[config.mk]
export PLATFORM = sky130hd
export DESIGN_NAME = alu_op_sequencer
export DESIGN_NICKNAME = d
export VERILOG_FILES = /design/src/rtl/alu_pkg.sv /design/src/rtl/alu_lat_counter.sv /design/src/rtl/alu_op_sequencer.sv
export SDC_FILE = /design/constraint.sdc
export NUM_CORES = 1
export LEC_CHECK = 0
export ABC_AREA = 1
export CAP_MARGIN = 25
export CORE_MARGIN = 10
export CORE_UTILIZATION = 30
export DETAILED_ROUTE_END_ITERATION = 12
export PLACE_DENSITY = 0.71
export SYNTH_ARGS = -nofsm -noshare
export SYNTH_HDL_FRONTEND = slang
export SYNTH_HIERARCHICAL = 1
export SYNTH_SLANG_ARGS = --single-unit
[constraint.sdc]
create_clock -name clk -period 1.5 [get_ports clk]
set_input_delay 0.3 -clock clk [delete_from_list [all_inputs] [get_ports clk]]
set_output_delay 0.3 -clock clk [all_outputs]
set_load 0.02 [all_outputs]
[src/rtl/alu_pkg.sv]
// Opcode encodings and helpers shared by the ALU, the control unit and alu_op_sequencer.
package alu_pkg;

    localparam int unsigned OPC_W = 5;

    localparam logic [OPC_W-1:0] OP_NOP     = 5'd0;
    localparam logic [OPC_W-1:0] OP_ADD     = 5'd1;
    localparam logic [OPC_W-1:0] OP_SUB     = 5'd2;
    localparam logic [OPC_W-1:0] OP_MUL     = 5'd3;
    localparam logic [OPC_W-1:0] OP_DIV     = 5'd4;
    localparam logic [OPC_W-1:0] OP_AND     = 5'd5;
    localparam logic [OPC_W-1:0] OP_OR      = 5'd6;
    localparam logic [OPC_W-1:0] OP_XOR     = 5'd7;
    localparam logic [OPC_W-1:0] OP_SHL     = 5'd8;
    localparam logic [OPC_W-1:0] OP_SHR     = 5'd9;
    localparam logic [OPC_W-1:0] OP_SRA     = 5'd10;
    localparam logic [OPC_W-1:0] OP_ROL     = 5'd11;
    localparam logic [OPC_W-1:0] OP_ROR     = 5'd12;
    localparam logic [OPC_W-1:0] OP_NEG     = 5'd13;
    localparam logic [OPC_W-1:0] OP_NOR     = 5'd14;
    localparam logic [OPC_W-1:0] OP_LOG_NOT = 5'd15;

    function automatic logic is_muldiv(input logic [OPC_W-1:0] opcode);
        return (opcode == OP_MUL) || (opcode == OP_DIV);
    endfunction

endpackage

[src/rtl/alu_lat_counter.sv]
// Down-counter timing the ALU settle latency; zero flags that the result may be captured.
module alu_lat_counter #(
    parameter int unsigned SIMPLE_LAT = 1,
    parameter int unsigned MULDIV_LAT = 4,
    localparam int unsigned MAX_LAT   = (SIMPLE_LAT > MULDIV_LAT) ? SIMPLE_LAT : MULDIV_LAT,
    localparam int unsigned CNT_W     = $clog2(MAX_LAT + 1)
) (
    input  logic             clk,
    input  logic             clr,
    input  logic             load,
    input  logic [CNT_W-1:0] load_val,
    input  logic             en,
    output logic             zero
);

    logic [CNT_W-1:0] cnt_q, cnt_d;

    always_comb begin
        cnt_d = cnt_q;
        if (load) begin
            cnt_d = load_val;
        end else if (en && (cnt_q != '0)) begin
            cnt_d = cnt_q - 1'b1;
        end
    end

    always_ff @(posedge clk) begin
        if (clr) begin
            cnt_q <= '0;
        end else begin
            cnt_q <= cnt_d;
        end
    end

    assign zero = (cnt_q == '0);

endmodule

[src/rtl/alu_op_sequencer.sv]
// Drives one operation at a time into the combinational ALU and returns the settled result.
// Optional: define ALU_SEQ_DIV0_EN to short-circuit divide-by-zero with rsp_err=1.
module alu_op_sequencer
    import alu_pkg::*;
#(
    parameter int unsigned wordSize   = 32,
    parameter int unsigned SIMPLE_LAT = 1,
    parameter int unsigned MULDIV_LAT = 4
) (
    input  logic                  clk,
    input  logic                  clr,
    input  logic                  req_valid,
    output logic                  req_ready,
    input  logic [OPC_W-1:0]      req_opcode,
    input  logic [wordSize-1:0]   req_a,
    input  logic [wordSize-1:0]   req_b,
    output logic [wordSize-1:0]   alu_a,
    output logic [wordSize-1:0]   alu_b,
    output logic [OPC_W-1:0]      alu_opcode,
    input  logic [2*wordSize-1:0] alu_c,
    output logic                  rsp_valid,
    input  logic                  rsp_ready,
    output logic [wordSize-1:0]   rsp_lo,
    output logic [wordSize-1:0]   rsp_hi,
    output logic                  rsp_hi_we,
    output logic                  rsp_err,
    output logic                  busy
);

    localparam int unsigned MAX_LAT = (SIMPLE_LAT > MULDIV_LAT) ? SIMPLE_LAT : MULDIV_LAT;
    localparam int unsigned CNT_W   = $clog2(MAX_LAT + 1);

    localparam logic [CNT_W-1:0] SIMPLE_LOAD = CNT_W'(SIMPLE_LAT - 1);
    localparam logic [CNT_W-1:0] MULDIV_LOAD = CNT_W'(MULDIV_LAT - 1);

    typedef enum logic [1:0] {
        S_IDLE,
        S_WAIT,
        S_RESP
    } state_e;

    state_e               state_q, state_d;
    logic [wordSize-1:0]  alu_a_q, alu_a_d;
    logic [wordSize-1:0]  alu_b_q, alu_b_d;
    logic [OPC_W-1:0]     alu_op_q, alu_op_d;
    logic                 rsp_valid_q, rsp_valid_d;
    logic [wordSize-1:0]  rsp_lo_q, rsp_lo_d;
    logic [wordSize-1:0]  rsp_hi_q, rsp_hi_d;
    logic                 rsp_hi_we_q, rsp_hi_we_d;
`ifdef ALU_SEQ_DIV0_EN
    logic                 rsp_err_q, rsp_err_d;
    logic                 div0_q, div0_d;
    logic                 req_div0;
`endif

    logic                 accept;
    logic                 cnt_load;
    logic [CNT_W-1:0]     cnt_load_val;
    logic                 cnt_en;
    logic                 cnt_zero;

    assign accept = req_valid && (state_q == S_IDLE);

`ifdef ALU_SEQ_DIV0_EN
    assign req_div0 = (req_opcode == OP_DIV) && (req_b == '0);
`endif

    always_comb begin
        cnt_load_val = is_muldiv(req_opcode) ? MULDIV_LOAD : SIMPLE_LOAD;
`ifdef ALU_SEQ_DIV0_EN
        // Divide-by-zero completes on the first WAIT cycle.
        if (req_div0) begin
            cnt_load_val = '0;
        end
`endif
    end

    assign cnt_load = accept;
    assign cnt_en   = (state_q == S_WAIT);

    alu_lat_counter #(
        .SIMPLE_LAT (SIMPLE_LAT),
        .MULDIV_LAT (MULDIV_LAT)
    ) u_lat_counter (
        .clk      (clk),
        .clr      (clr),
        .load     (cnt_load),
        .load_val (cnt_load_val),
        .en       (cnt_en),
        .zero     (cnt_zero)
    );

    always_comb begin
        state_d     = state_q;
        alu_a_d     = alu_a_q;
        alu_b_d     = alu_b_q;
        alu_op_d    = alu_op_q;
        rsp_valid_d = rsp_valid_q;
        rsp_lo_d    = rsp_lo_q;
        rsp_hi_d    = rsp_hi_q;
        rsp_hi_we_d = rsp_hi_we_q;
`ifdef ALU_SEQ_DIV0_EN
        rsp_err_d   = rsp_err_q;
        div0_d      = div0_q;
`endif
        unique case (state_q)
            S_IDLE: begin
                if (accept) begin
                    alu_a_d  = req_a;
                    alu_b_d  = req_b;
                    alu_op_d = req_opcode;
`ifdef ALU_SEQ_DIV0_EN
                    div0_d   = req_div0;
`endif
                    state_d  = S_WAIT;
                end
            end
            S_WAIT: begin
                if (cnt_zero) begin
                    rsp_lo_d    = alu_c[wordSize-1:0];
                    rsp_hi_d    = alu_c[2*wordSize-1:wordSize];
                    rsp_hi_we_d = is_muldiv(alu_op_q);
`ifdef ALU_SEQ_DIV0_EN
                    rsp_err_d   = div0_q;
                    if (div0_q) begin
                        rsp_lo_d    = '0;
                        rsp_hi_d    = '0;
                        rsp_hi_we_d = 1'b0;
                    end
`endif
                    rsp_valid_d = 1'b1;
                    state_d     = S_RESP;
                end
            end
            S_RESP: begin
                if (rsp_ready) begin
                    rsp_valid_d = 1'b0;
                    state_d     = S_IDLE;
                end
            end
            default: begin
                state_d = S_IDLE;
            end
        endcase
    end

    always_ff @(posedge clk) begin
        if (clr) begin
            state_q     <= S_IDLE;
            alu_a_q     <= '0;
            alu_b_q     <= '0;
            alu_op_q    <= OP_NOP;
            rsp_valid_q <= 1'b0;
            rsp_lo_q    <= '0;
            rsp_hi_q    <= '0;
            rsp_hi_we_q <= 1'b0;
`ifdef ALU_SEQ_DIV0_EN
            rsp_err_q   <= 1'b0;
            div0_q      <= 1'b0;
`endif
        end else begin
            state_q     <= state_d;
            alu_a_q     <= alu_a_d;
            alu_b_q     <= alu_b_d;
            alu_op_q    <= alu_op_d;
            rsp_valid_q <= rsp_valid_d;
            rsp_lo_q    <= rsp_lo_d;
            rsp_hi_q    <= rsp_hi_d;
            rsp_hi_we_q <= rsp_hi_we_d;
`ifdef ALU_SEQ_DIV0_EN
            rsp_err_q   <= rsp_err_d;
            div0_q      <= div0_d;
`endif
        end
    end

    assign req_ready  = (state_q == S_IDLE);
    assign busy       = (state_q != S_IDLE);
    assign alu_a      = alu_a_q;
    assign alu_b      = alu_b_q;
    assign alu_opcode = alu_op_q;
    assign rsp_valid  = rsp_valid_q;
    assign rsp_lo     = rsp_lo_q;
    assign rsp_hi     = rsp_hi_q;
    assign rsp_hi_we  = rsp_hi_we_q;
`ifdef ALU_SEQ_DIV0_EN
    assign rsp_err    = rsp_err_q;
`else
    assign rsp_err    = 1'b0;
`endif

endmodule

Word-level counts from Yosys, hierarchy flattened
Index checks and enable logic that the tools add are counted.
{"block": "word_totals", "inputBits": 137, "output_inout_bits": 138, "mem_bits_ro": 0, "latchBits": 0, "mem_count": 0, "mem_bits_rw": 0, "reg_bits": 140, "wordCells": 43}
{"block": "classes", "muxes": 10, "n_reduce_logical": 14, "addsub": 1, "n_lt_le_gt_ge": 0, "div_mod_pow": 0, "n_bitwise": 0, "n_shift": 0, "n_eq_ne": 9, "n_mul": 0}
{"operator": "5-bit by 2-bit == test with 1-bit output, second input constant", "count": 2}
{"operator": "5-bit by 3-bit == test with 1-bit output, second input constant", "count": 2}
{"operator": "2-bit two-way mux", "count": 4}
{"operator": "3-bit two-way mux", "count": 2}
{"operator": "2-bit case mux with 3 select lines", "count": 1}
{"operator": "3-bit AND reduction", "count": 2}
{"operator": "2-bit nonzero test", "count": 3}
{"operator": "2-bit inequality test, second input constant", "count": 2}
{"operator": "2-bit AND reduction", "count": 2}
{"operator": "3-bit logical NOT", "count": 1}
{"operator": "3-bit nonzero test", "count": 1}
{"operator": "3-bit by 1-bit subtractor with 3-bit output, second input constant", "count": 1}
{"operator": "2-bit by 1-bit == test with 1-bit output, second input constant", "count": 1}
{"operator": "2-bit == test, second input constant", "count": 1}
{"operator": "1-bit logical AND", "count": 2}
{"operator": "2-bit logical NOT", "count": 1}
{"operator": "1-bit logical OR", "count": 2}
{"operator": "1-bit two-way mux", "count": 2}
{"operator": "2-bit by 1-bit inequality test with 1-bit output, second input constant", "count": 1}
{"operator": "1-bit case mux with 2 select lines", "count": 1}

Logic depth before layout (Yosys ltp)
Gate-level depths: netlist (run 1).
{"block": "logic_depth", "ltp_word": 4, "mapped_depth": 10, "ltp_nobuf": 10}

Modules after synthesis
Netlist (run 1), hierarchy kept.
{"module": "alu_op_sequencer", "cells_per_inst": 619, "n_inst": 1, "seq_area_each_um2": 2742.6, "area_each_um2": 4787.1}
{"module": "alu_lat_counter", "cells_per_inst": 34, "n_inst": 1, "seq_area_each_um2": 60.1, "area_each_um2": 201.4}

Worst setup path before layout (run 1)
Ideal clock, no wire load.
{"block": "synth_timing", "path_kind": "register -> register", "start": "register state_q[1]", "end": "register u_lat_counter.cnt_q[1]", "arrival_time_ns": 1.380, "stages_incl_launch_ff": 10, "period_less_slack_ns": 1.491, "t_required_ns": 1.388, "path_slack_ns": 0.009, "cell_sequence": "dfxtp_1 nor2_2 nand2_2 inv_2 buf_2 inv_2 nand2_1 inv_1 nor2_1 nor2_1"}
{"block": "synth_between", "elab_chain_cells": 3}
{"item": "from (decl)", "line": "alu_op_sequencer.sv:42", "rtl": "state_e state_q, state_d;"}
{"item": "from (signal assigned)", "line": "alu_op_sequencer.sv:162", "rtl": "state_q <= state_d;"}
{"item": "2-bit logical NOT (*)"}
{"item": "named net req_ready", "line": "alu_op_sequencer.sv:13", "rtl": "output logic req_ready,"}
{"item": "1-bit logical AND (*)", "line": "alu_op_sequencer.sv:62", "rtl": "assign accept = req_valid && (state_q == S_IDLE);"}
{"item": "named net accept", "line": "alu_op_sequencer.sv:56", "rtl": "logic accept;"}
{"item": "3-bit two-way mux or 2-bit nonzero test (tied branches)"}
{"item": "to (signal assigned)", "line": "alu_lat_counter.sv:31", "rtl": "cnt_q <= cnt_d;"}
{"item": "to (decl)", "line": "alu_lat_counter.sv:16", "rtl": "logic [CNT_W-1:0] cnt_q, cnt_d;"}
Mark *: on every way through the listed nets, which the timed path passes. The rest lies on a longest branch.
A chain may end at the register's enable or synchronous reset.

Final worst setup path (run 1)
{"block": "layout_timing", "start": "register u_lat_counter.cnt_q[0]", "end": "register rsp_hi_q[16], in the netlist rsp_hi[16]"}
{"block": "layout_between", "elab_chain_cells": 2}
{"item": "3-bit logical NOT", "line": "alu_lat_counter.sv:35", "rtl": "assign zero = (cnt_q == '0);"}
{"item": "named net cnt_zero", "line": "alu_op_sequencer.sv:60", "rtl": "logic cnt_zero;"}
{"item": "2-bit AND reduction (no line)"}
{"item": "to (signal assigned)", "line": "alu_op_sequencer.sv:168", "rtl": "rsp_hi_q <= rsp_hi_d;"}
{"item": "to (decl)", "line": "alu_op_sequencer.sv:48", "rtl": "logic [wordSize-1:0] rsp_hi_q, rsp_hi_d;"}
The timed path passes the listed nets, and every way through them passes these cells.

==> results of run 1 <==
metal layers:
layer	vias up	wire length (µm)
met5	-	0
met4	0	173
met3	14	2080
met2	202	8750
met1	2362	7820
li1	2657	-
cell families after synthesis:
family	share of synthesized area
flops	0.562
buf+inv	0.0572
fa+ha+maj	0.00502
simple gates	0.234
other cells	0.000752
compound gates	0.141
state kept, by name, summed over array words and instances, names as in the netlist:
signal,count
rsp_valid,1
rsp_hi,32
rsp_lo,32
alu_b,32
state_q,2
alu_a,32
rsp_hi_we,1
alu_opcode,5
u_lat_counter/cnt_q,3
Yosys cell counts, drive strengths merged:
cell	instances	area share
nand2	284	0.21
dfxtp	140	0.56
a21oi	138	0.14
buf	27	0.029
inv	21	0.016
clkbuf	17	0.013
nor2	12	0.010
nand3	7	0.0080
o21ai	3	0.0030
ha	2	0.0050
conb	1	0.00075
nand3b	1	0.0015
area by class of cell:
class                   count  area (µm²)  share of cell area
repair buffers            313        3110               0.347
flip-flops and latches    140        2800               0.313
multi-input cells         449        1990               0.222
clock buffers              17         425              0.0475
well taps                 220         275              0.0307
clock inverters            15         259              0.0289
inverters                  21        91.3              0.0102
repair inverters            1        8.76            0.000977
stage by stage:
| stage | hold slack [ns] | worst slack [ns] | area, µm² | power [W] | util |
|---|---|---|---|---|---|
| floorplan | 0.443 | 0.00876 | 4990 | 0.00546 | - |
| global placement | 0.450 | -0.0635 | 8150 | 0.00686 | 0.495 |
| detailed placement | 0.453 | -0.0711 | 8150 | 0.00688 | 0.495 |
| CTS | 0.125 | -0.0343 | 8680 | 0.0116 | 0.527 |
| global route | 0.141 | -0.0261 | 8960 | 0.0122 | 0.544 |
| finish | 0.140 | 0.0433 | 8960 | 0.0117 | 0.544 |
timing repair:
action	in CTS	in global routing
gates cloned	0	9
pin swaps	1	1
gates resized for setup	146	30
setup buffers	1	3
endpoints found under the setup margin	159	70
worst max-delay path: stages (launching register included):
cell and delay [ns]:
dfxtp_2 0.32, inv_1 0.04, ha_2 0.18, ha_4 0.16, nand3_4 0.09, buf_6 0.14
clkinv_8 0.09, clkbuf_16 0.18, nand2_1 0.06, a21oi_1 0.06
power breakdown:
part           switching [W]  leakage (nW)  total, W  internal [W]
Combinational        0.00140          2.53   0.00263       0.00122
Sequential          0.000144          1.14   0.00418       0.00404
Clock                0.00171         0.327   0.00486       0.00315
worst max-delay path by stage:
stage / from / slack (ns) / to / depth (start not counted)
3_5_place_dp: req_valid / -0.07 / u_lat_counter/cnt_q[0]$_SDFFE_PP0P_ / 9
6_report: u_lat_counter/cnt_q[0]$_SDFFE_PP0P_ / 0.04 / rsp_hi[16]$_SDFFE_PP0P_ / 9
3_3_place_gp: req_valid / -0.06 / u_lat_counter/cnt_q[0]$_SDFFE_PP0P_ / 9
2_1_floorplan: state_q[1]$_SDFFE_PP0P_ / 0.009 / u_lat_counter/cnt_q[1]$_SDFFE_PP0P_ / 9
5_1_grt: u_lat_counter/cnt_q[0]$_SDFFE_PP0P_ / -0.03 / rsp_hi[16]$_SDFFE_PP0P_ / 9
4_1_cts: u_lat_counter/cnt_q[1]$_SDFFE_PP0P_ / -0.03 / rsp_lo[10]$_SDFFE_PP0P_ / 9
==> summary.md, run 1 <==
| Metric | Value |
|---|---|
| Met3 Use GR | `0.0725` |
| Fill count | `1,547` |
| Final Hold Fails | `0` |
| Routed wire per std cell | `16.0 µm` |
| Final antenna-violating net count | `0` |
| Largest net degree at the start of global routing | `63` |
| Gpl congestion | `0.804` |
| H-tree Lvls | `4` |
| Worst R2R Path Depth | `9` |
| Initial antenna violation count | `0` |
| # diodes | `0` |
| RR Endpoint | `rsp_hi[16]$_SDFFE_PP0P_` |
| Hold Crit Depth | `2` |
| HP Start | `clr` |
| Met2 Use GR | `0.250` |
| Pins Over Slew Limit | `0` |
| CTS Sinks | `140` |
| Mapped Area | `4990 µm²` |
| Status | `finished, final reports clean` |
| CP endpoint kind | `register` |
| Vias/cell | `4.45` |
| Starting DRT DRC Count | `186` |
| Vias post-DR | `5,235` |
| Worst endpoint data arrival time | `1.74 ns` |
| Warnings, synthesis | `6` |
| IO Pins | `275` |
| Commonest cells after routing, fill and taps aside | `266 x nand2_1, 139 x dfxtp_1, 136 x a21oi_1` |
| Register area share after synthesis | `0.562` |
| Hold buffers post-CTS | `0` |
| Critical path class | `reg2reg` |
| Final Non-Filler Cells | `1,176` |
| Num CTS Buffers | `17` |
| CTS tree | `done` |
| FP Rows | `47` |
| F_max | `0.686 GHz` |
| RSZ-0062 raised after global routing | `true` |
| Vias in the first global route | `4,990` |
| Gr busiest metal | `met2` |
| Number of synthesized register bits | `140` |
| Netlist cell types | `18` |
| Starting density of the core | `0.303` |
| Layout Nets | `1,082` |
| Hold Crit Class | `in2reg` |
| CP Launch Type | `register` |
| DRC | `0` |
| Port Buffers | `273` |
| P&R area growth vs syn | `79.7%` |
| Clk_skew | `0.00798 ns` |
| Full die area | `22,200 µm²` |
| Setup TNS Final | `0 ns` |
| # setup viols final | `0` |
| Crit-path max FO | `7` |
| Average cell area after synthesis | `7.64 µm²` |
| Met1 Use GR | `0.180` |
| Total grt overflow | `0` |
| Die width | `149 µm` |
| Worst-skew pair later-pin latency | `0.41 ns` |
| Minimum clock period | `1.46 ns` |
| Global-route wire length before repair | `27,400 µm` |
| RR Startpoint | `u_lat_counter/cnt_q[0]$_SDFFE_PP0P_` |
| Core area | `16,500 µm²` |
| Final Cycle Share | `0.971` |
| Critical path data required time | `1.78 ns` |
| Final WL | `18,800 µm` |
| Detailed Routing Iterations Pass 1 | `5` |
| Reg clk slew, reported paths | `0.06 ns` |
| Lkg Pwr | `4.00 nW` |
| Maxcap violations | `0` |
| Power density cells | `1300 nW/µm²` |
| Dpl hpwl | `13,400 µm` |
| Clk root buf | `clkbuf_16` |
| Die height | `149 µm` |
| Hold worst-path end | `alu_b[16]$_SDFFE_PP0P_` |
| CTS Buffer Depth | `2` |
| Layout cells sized above 1 | `0.110` |
| Syn Inst Count | `653` |
| Dpl cells | `1,131` |
| Most common cell after layout, fill and taps aside | `nand2_1` |
| Worst-case vdd ir drop | `0.000697 V` |
| Global Route Usage Sum | `0.155` |
| Setup slack, reg-to-reg | `0.04 ns` |
Note: power is estimated with default switching activity, not from simulation.
==> inputs of run 2 (changes only) <==
--- a/config.mk
+++ b/config.mk
@@ -10,6 +10,7 @@
 export CORE_MARGIN = 10
 export CORE_UTILIZATION = 30
 export DETAILED_ROUTE_END_ITERATION = 12
+export HOLD_SLACK_MARGIN = 0.1
 export PLACE_DENSITY = 0.71
 export SYNTH_ARGS = -nofsm -noshare
 export SYNTH_HDL_FRONTEND = slang
==> results of run 2 <==
Same layout as run 1: the final DEF is identical, and so are final timing and power.
